File: config.mk
export PLATFORM = sky130hd
export DESIGN_NAME = mmio_io_hub_flat
export DESIGN_NICKNAME = d
export VERILOG_FILES = /design/src/rtl/mmio_io_hub_if.sv /design/src/rtl/mmio_io_hub.sv /design/src/flat_wrapper.sv
export SDC_FILE = /design/constraint.sdc
export NUM_CORES = 1
export LEC_CHECK = 0
export ABC_CLOCK_PERIOD_IN_PS = 4820
export BUFFER_PORTS_ARGS = -buffer_cell sky130_fd_sc_hd__buf_2
export CORE_UTILIZATION = 48
export CTS_CLUSTER_SIZE = 8
export DETAILED_ROUTE_END_ITERATION = 7
export GPL_TIMING_DRIVEN = 0
export PLACE_DENSITY = 0.94
export SLEW_MARGIN = 30
export SYNTH_ARGS = -nofsm -noshare
export SYNTH_HDL_FRONTEND = slang
export SYNTH_SLANG_ARGS = --single-unit
File: constraint.sdc
create_clock -name clock -period 4.82 [get_ports clock]
set_clock_uncertainty 0.15 [all_clocks]
set_input_delay 0.241 -clock clock [delete_from_list [all_inputs] [get_ports clock]]
set_output_delay 0.241 -clock clock [all_outputs]
set_load 0.005 [all_outputs]
File: src/rtl/mmio_io_hub_if.sv
// Processor data-port bus seen by the I/O hub: address, write data/enable,
// RAM read data in, gated RAM write enable and read data back to the processor.
interface mmio_io_hub_if;
  // Single-cycle bus: no handshake. A write commits at the clock edge where wren=1;
  // read data (q_dmem) is combinational on the address and is valid in the same cycle.
  logic [31:0] address_dmem;
  logic [31:0] data;
  logic        wren;
  logic [31:0] q_ram;
  logic        ram_wren;
  logic [31:0] q_dmem;

  modport master (
    output address_dmem, data, wren, q_ram,
    input  ram_wren, q_dmem
  );

  modport slave (
    input  address_dmem, data, wren, q_ram,
    output ram_wren, q_dmem
  );
endinterface

File: src/rtl/mmio_io_hub.sv
// Memory-mapped I/O hub: decodes button, press-flag, random and LED addresses
// and passes all other accesses through to data RAM.
module mmio_io_hub #(
  parameter int                    NUM_BTN         = 4,
  parameter int                    LED_WIDTH       = 16,
  parameter int                    LFSR_WIDTH      = 16,
  parameter logic [LFSR_WIDTH-1:0] LFSR_TAPS       = LFSR_WIDTH'(16'hB400),
  parameter logic [LFSR_WIDTH-1:0] LFSR_SEED       = LFSR_WIDTH'(1),
  parameter int                    RAND_BITS       = 4,
  parameter int                    DEBOUNCE_CYCLES = 4,
  parameter logic [31:0]           BTN_ADDR        = 32'd1000,
  parameter logic [31:0]           PRESS_ADDR      = 32'd1001,
  parameter logic [31:0]           RAND_ADDR       = 32'd2000,
  parameter logic [31:0]           LED_ADDR        = 32'd3000
) (
  input  logic                 clock,
  input  logic                 reset,
  mmio_io_hub_if.slave         bus,
  input  logic [NUM_BTN-1:0]   btn_in,
  output logic [LED_WIDTH-1:0] led_out,
  output logic [RAND_BITS-1:0] rand_out
);

  localparam int CNT_W = $clog2(DEBOUNCE_CYCLES + 1);

  logic [NUM_BTN-1:0]    sync1_q, sync1_d;
  logic [NUM_BTN-1:0]    sync2_q, sync2_d;
  logic [NUM_BTN-1:0]    deb_q, deb_d;
  logic [NUM_BTN-1:0]    press_q, press_d;
  logic [CNT_W-1:0]      cnt_q [NUM_BTN];
  logic [CNT_W-1:0]      cnt_d [NUM_BTN];
  logic [LFSR_WIDTH-1:0] lfsr_q, lfsr_d;
  logic [LED_WIDTH-1:0]  led_q, led_d;

  logic sel_btn, sel_press, sel_rand, sel_led, is_mmio, press_clr;

  assign sel_btn   = (bus.address_dmem == BTN_ADDR);
  assign sel_press = (bus.address_dmem == PRESS_ADDR);
  assign sel_rand  = (bus.address_dmem == RAND_ADDR);
  assign sel_led   = (bus.address_dmem == LED_ADDR);
  assign is_mmio   = sel_btn | sel_press | sel_rand | sel_led;
  assign press_clr = sel_press & ~bus.wren;

  assign bus.ram_wren = bus.wren & ~is_mmio;
  assign bus.q_dmem   = sel_btn   ? 32'(deb_q) :
                        sel_press ? 32'(press_q) :
                        sel_rand  ? 32'(lfsr_q[RAND_BITS-1:0]) :
                        sel_led   ? 32'(led_q) :
                                    bus.q_ram;

  assign led_out  = led_q;
  assign rand_out = lfsr_q[RAND_BITS-1:0];

  always_comb begin
    sync1_d = btn_in;
    sync2_d = sync1_q;
    deb_d   = deb_q;
    for (int i = 0; i < NUM_BTN; i++) begin
      cnt_d[i] = '0;
      // Any cycle where the sample agrees with the accepted level restarts the count.
      if (sync2_q[i] != deb_q[i]) begin
        if (cnt_q[i] == CNT_W'(DEBOUNCE_CYCLES - 1)) deb_d[i] = sync2_q[i];
        else                                         cnt_d[i] = cnt_q[i] + CNT_W'(1);
      end
    end
    // A new debounced rise beats a same-edge read clear.
    press_d = (press_clr ? '0 : press_q) | (deb_d & ~deb_q);
    if (lfsr_q == '0) lfsr_d = LFSR_SEED;
    else              lfsr_d = (lfsr_q >> 1) ^ (lfsr_q[0] ? LFSR_TAPS : '0);
    led_d = (bus.wren && sel_led) ? bus.data[LED_WIDTH-1:0] : led_q;
  end

  always_ff @(posedge clock) begin
    if (reset) begin
      sync1_q <= '0;
      sync2_q <= '0;
      deb_q   <= '0;
      press_q <= '0;
      lfsr_q  <= LFSR_SEED;
      led_q   <= '0;
      for (int i = 0; i < NUM_BTN; i++) cnt_q[i] <= '0;
    end else begin
      sync1_q <= sync1_d;
      sync2_q <= sync2_d;
      deb_q   <= deb_d;
      press_q <= press_d;
      lfsr_q  <= lfsr_d;
      led_q   <= led_d;
      for (int i = 0; i < NUM_BTN; i++) cnt_q[i] <= cnt_d[i];
    end
  end

endmodule

File: src/flat_wrapper.sv
// flat-port wrapper written by rule: the top's interface ports become plain ports
module mmio_io_hub_flat 
#(
  parameter int                    NUM_BTN         = 4,
  parameter int                    LED_WIDTH       = 16,
  parameter int                    LFSR_WIDTH      = 16,
  parameter logic [LFSR_WIDTH-1:0] LFSR_TAPS       = LFSR_WIDTH'(16'hB400),
  parameter logic [LFSR_WIDTH-1:0] LFSR_SEED       = LFSR_WIDTH'(1),
  parameter int                    RAND_BITS       = 4,
  parameter int                    DEBOUNCE_CYCLES = 4,
  parameter logic [31:0]           BTN_ADDR        = 32'd1000,
  parameter logic [31:0]           PRESS_ADDR      = 32'd1001,
  parameter logic [31:0]           RAND_ADDR       = 32'd2000,
  parameter logic [31:0]           LED_ADDR        = 32'd3000
)
  (clock, reset, btn_in, led_out, rand_out, bus_address_dmem, bus_data, bus_wren, bus_q_ram, bus_ram_wren, bus_q_dmem);
  mmio_io_hub_if bus_i ();
  input  logic clock;
  input  logic reset;
  input  logic [NUM_BTN-1:0] btn_in;
  output logic [LED_WIDTH-1:0] led_out;
  output logic [RAND_BITS-1:0] rand_out;
  input wire logic [$bits(bus_i.address_dmem)-1:0] bus_address_dmem;
  input wire logic [$bits(bus_i.data)-1:0] bus_data;
  input wire logic [$bits(bus_i.wren)-1:0] bus_wren;
  input wire logic [$bits(bus_i.q_ram)-1:0] bus_q_ram;
  output wire logic [$bits(bus_i.ram_wren)-1:0] bus_ram_wren;
  output wire logic [$bits(bus_i.q_dmem)-1:0] bus_q_dmem;
  assign bus_i.address_dmem = bus_address_dmem;
  assign bus_i.data = bus_data;
  assign bus_i.wren = bus_wren;
  assign bus_i.q_ram = bus_q_ram;
  assign bus_ram_wren = bus_i.ram_wren;
  assign bus_q_dmem = bus_i.q_dmem;
  mmio_io_hub #(.NUM_BTN(NUM_BTN), .LED_WIDTH(LED_WIDTH), .LFSR_WIDTH(LFSR_WIDTH), .LFSR_TAPS(LFSR_TAPS), .LFSR_SEED(LFSR_SEED), .RAND_BITS(RAND_BITS), .DEBOUNCE_CYCLES(DEBOUNCE_CYCLES), .BTN_ADDR(BTN_ADDR), .PRESS_ADDR(PRESS_ADDR), .RAND_ADDR(RAND_ADDR), .LED_ADDR(LED_ADDR)) u_core (.clock(clock), .reset(reset), .bus(bus_i), .btn_in(btn_in), .led_out(led_out), .rand_out(rand_out));
endmodule
==> After elaboration in Yosys (flattened, before gate mapping) <==
Memory sizes are Yosys's and may differ from the RTL's.
Cells that the tools add are included.
{ "op_classes": {"n_addsub": 4, "bitwise": 15, "n_reduce_logical": 3, "n_mux": 29, "n_eq_ne": 12} }
{ "op_table": {"columns": ["cell", "count"], "rows": [
  ["32-bit 2-to-1 mux", 4],
  ["32-bit by 10-bit == test with 1-bit output, second input constant", 2],
  ["3-bit 2-to-1 mux", 12],
  ["32-bit by 11-bit == test with 1-bit output, second input constant", 1],
  ["32-bit by 12-bit == test with 1-bit output, second input constant", 1],
  ["16-bit logical NOT", 1],
  ["16-bit 2-to-1 mux", 1],
  ["15-bit by 16-bit bitwise XOR with 16-bit output", 1],
  ["3-bit by 1-bit adder with 3-bit output, second input constant", 4],
  ["3-bit by 2-bit == test with 1-bit output, second input constant", 4],
  ["1-bit 2-to-1 mux", 11],
  ["1-bit OR", 7],
  ["4-bit bitwise AND", 1],
  ["4-bit 2-to-1 mux", 1],
  ["1-bit != test", 4],
  ["4-bit NOT", 1],
  ["4-bit OR", 1],
  ["1-bit bitwise AND", 2],
  ["1-bit NOT", 2],
  ["2-bit OR reduction", 1],
  ["1-bit logical AND", 1]
]} }
{ "totals": {"mem_bits_rw": 12, "output_inout_bits": 53, "word_cells": 70, "in_bits": 103, "register_bits": 48, "n_memories": 1} }
{ "mem_list": {"columns": ["memory", "words", "word_bits", "read_ports", "rd_ports_with_merged_regs", "write_ports", "line_no", "source"], "rows": [
  ["u_core.cnt_q", 4, 3, 4, 0, 4, "mmio_io_hub.sv:30", "logic [CNT_W-1:0] cnt_q [NUM_BTN];"]
]} }

==> Depth between registers and ports, before layout <==
{ "logic_depth": {"ltp_word": 6, "ltp_mapped": 7, "depth_no_buf": 5} }

==> Worst setup path before layout <==
OpenSTA, ideal clock, no wires.
{ "synth_timing": {"path_kind": "input to output", "startpoint": "input bus_address_dmem[13]", "endpoint": "output bus_q_dmem[10]", "arrival_time_ns": 1.567, "stages": 6, "path_buffers": 1, "setup_slack_ns": 2.862, "required_ns": 4.429, "cell_sequence": "nor4_4 -> nand4_1 -> or2_2 -> a21oi_1 -> buf_2 -> a21oi_1"} }
{ "synth_via": {"elab_chain_len": 5, "word_cells_on_any_way": 8, "cone_classes": "eq/ne (4); mux (4)"} }
{ "synth_rtl": {"columns": ["item", "line_no", "source"], "rows": [
  ["start, declared", "flat_wrapper.sv:23", "input wire logic [$bits(bus_i.address_dmem)-1:0] bus_address_dmem;"],
  ["32-bit by 12-bit == test with 1-bit output", "mmio_io_hub.sv:40", "assign sel_led = (bus.address_dmem == LED_ADDR);"],
  ["32-bit 2-to-1 mux", "mmio_io_hub.sv:48", "sel_led ? 32'(led_q) :"],
  ["32-bit 2-to-1 mux", "mmio_io_hub.sv:47", "sel_rand ? 32'(lfsr_q[RAND_BITS-1:0]) :"],
  ["32-bit 2-to-1 mux", "mmio_io_hub.sv:46", "sel_press ? 32'(press_q) :"],
  ["32-bit 2-to-1 mux *", "mmio_io_hub.sv:45", "assign bus.q_dmem = sel_btn ? 32'(deb_q) :"],
  ["end, declared", "flat_wrapper.sv:28", "output wire logic [$bits(bus_i.q_dmem)-1:0] bus_q_dmem;"]
]} }
Mark *: on every way between the ends. The rest lies on a longest branch, timed or not.

==> Worst setup path after layout <==
{ "layout_timing": {"startpoint": "input bus_address_dmem[26]", "endpoint": "output bus_q_dmem[21]"} }
Same word-level chain as after synthesis.

==> flow_summary.toml <==
[status]
status = "finished clean"

[worst_setup_path]
critical_path_arrival_ns = 2.28
path_max_fanout = 10
critPathRequiredTime_ns = 4.43
crit_type = "in -> out"
end_kind = "output pin"
critPathLaunchType = "input port"

[floorplan]
die-width_microns = 78.87
dieHeight_microns = 78.87
dieArea_sq_mm = 0.006220
rows = 27
io_pins = 156
start_util = 0.5058
core_sq_mm = 0.005608

[global_routing]
overflow = 0
grt_pass1_vias = 2896
antenna_found_initial = 0
grt_usage = 0.2774
grt_max_degree = 12
grt_pass1_wl_mm = 13.08

[final_layout]
mostFrequentLayoutCells = "buf_2, dfxtp_1, nor2_1, and2_1, a21oi_1"
drive_above_1_share = 0.3401
final_core_util = 0.7017
fill_cells = 422
layout_commonest_cell = "buf_2"
layout.nets = 597
n_antenna_cell = 0
syn2layout_area_growth_pct = 38.73

[clock_network]
cts_tree = "built"
cts.sinks = 60
htree_levels = 3
cts_buffers = 9
cts_resized = 0
cts_buffer_depth = 2
root_buffer = "clkbuf_8"
clkLatencyLatePin_ns = 0.34
post_cts_buffers = 0
clkTransAtPathRegs_ns = 0.07

[placement]
dp_hpwl_mm = 5.918
port_buffers = 138
gp_congestion = 0.8993

[yosys]
synth_compound_area_frac = 0.1142
synth_top_area_share = 0.4235
synthArstFlopShare = 0
synth_xor_area_frac = 0.02161
syn_inst = 322
synth-seq-cells = 60
synth_top_area_cell = "dfxtp_1"
ys_seq_area_frac = 0.4235
synth_ff_type = "dfxtp_1"
synth_nets = 433
synth_area_sq_mm = 0.002836
synthSimpleGateAreaFrac = 0.2708
avgSynthCellArea_sq_um = 8.809
synth.mux.area_fraction = 0.08469
yosys-top-cells-area = "dfxtp_1, mux2i_1, and2_1, nor2_1, a21oi_1"
synth_top_family_by_area = "simple AND/OR/NAND/NOR gates"
synth.distinct_cells = 34
ys_warn_count = 0
synth_fa_ha_area_frac = 0.03529
synth_edf_count = 0

[sta]
worst-slew-pin-transition_ns = 0.8819
rsz0062_at_grt = "no"
fin_tns_setup_ns = 0
fin_crit_sh = 0.5535
period_needed_ns = 2.668
hold_viol_final = 0
finalMaxSlewViolations = 0
clock.fmax_mhz = 374.8
setup_viol_count_final = 0
maxSlewHeadroom = 0.4038
hold-worst-slack_ns = 0.01239

[power_and_ir_drop]
vdd_drop_max_mv = 0.1900
p_total_mw = 1.017
pwr_density_cell_mw_per_mm2 = 258.3
leakagePower_nw = 1.739

[route]
drt_wl_total_mm = 8.315
ant_nets = 0
first_pass_iters = 5
remaining_drc_errors = 0
viasPerCell = 5.414
vias = 3048
wl_per_cell_microns = 14.77
dr.first_iter.drc_count = 249

[worst_hold_path]
hold_class = "in -> reg"

[flow_run]
max-cap-violations = 0
-- sequential cells by signal, summed over array words and instances (netlist names) --
| signal | count |
|---|---|
| u_core.lfsr_q | 16 |
| u_core.deb_q | 4 |
| u_core.sync1_q | 4 |
| u_core.sync2_q | 4 |
| u_core.press_q | 4 |
| u_core.cnt_q | 12 |
| u_core.led_out | 16 |
-- path summary, 6_finish.rpt --
check	from	end	slack (ns)	cells after the start
setup / recovery	bus_address_dmem[26]	bus_q_dmem[21]	2.15	8
hold / removal	bus_data[13]	u_core.led_out[13]	0.01	3
setup reg to reg	u_core.lfsr_q[0]	u_core.lfsr_q[13]	3.04	5
hold reg to reg	u_core.cnt_q[2][0]	u_core.cnt_q[2][0]	0.27	1
-- stage by stage --
| stage | area, sq um | std cells | setup slack (ns) |
|---|---|---|---|
| 6_report | 3935 | 563 | 2.152 |
| 5_1_grt | 3935 | 563 | 2.010 |
| 4_1_cts | 3935 | 563 | 2.240 |
| 3_5_place_dp | 3617 | 532 | 2.232 |
| 3_3_place_gp | 3617 | 532 | 2.353 |
| 2_1_floorplan | 2836 | 322 | 2.862 |
-- worst max-delay path, cell delays in order --
cell	delay [ns]
buf_2	0.10
nor4_1	0.31
nand3_1	0.23
nor2_1	0.43
o21ai_0	0.39
clkbuf_1	0.27
and2_1	0.19
buf_2	0.12
-- routing by layer --
metal,GRT usage,routed length (microns),vias to the layer above
met1,0.3077,3107,1401
met5,0,0,-
met4,0.1164,233,0
li1,-,-,1442
met3,0.09080,770,31
met2,0.4852,4204,174
-- area by class of cell --
class / instances / area (sq um) / area share
plain buffers: 20 / 103.9 / 0.02639
clock buffers: 9 / 123.9 / 0.03148
clock inverters: 7 / 43.79 / 0.01113
inverters: 10 / 37.54 / 0.009539
multi-input cells: 232 / 1494 / 0.3796
flip-flops and latches: 60 / 1201 / 0.3052
well taps: 72 / 90.09 / 0.02289
repair buffers: 153 / 840.8 / 0.2137
-- where the power goes --
group | total, mW | leakage, nW | switching (mW) | internal (mW)
logic | 0.119 | 1.17 | 0.0523 | 0.0665
registers | 0.516 | 0.487 | 0.00728 | 0.509
clock network | 0.382 | 0.0848 | 0.199 | 0.183
-- what timing repair did --
item                                    CTS  global route
endpoints found under the setup margin    0             0
hold endpoints to repair                 15             0
hold buffers                             15             0
-- cell usage after synthesis (2+ instances only) --
cell type	n
a21o_1	4
a21oi_1	26
and2_1	28
buf_2	2
buf_4	5
clkbuf_1	12
dfxtp_1	60
ha_1	8
inv_1	10
mux2i_1	24
nand2_1	14
nand3_1	3
nand3b_1	5
nand4_1	6
nor2_1	43
nor2b_1	13
nor4_1	9
nor4_4	2
o21ai_0	17
o221ai_1	8
or2_2	2
or3_1	4
xnor2_1	4
xor2_1	3
-- logic make-up after synthesis --
family,Yosys count
fa+ha+maj,8
mux,24
xor+xnor,7
compound gates,56
buf+inv,30
flops,60
simple gates,137
Power figures use the tool's default switching activity.
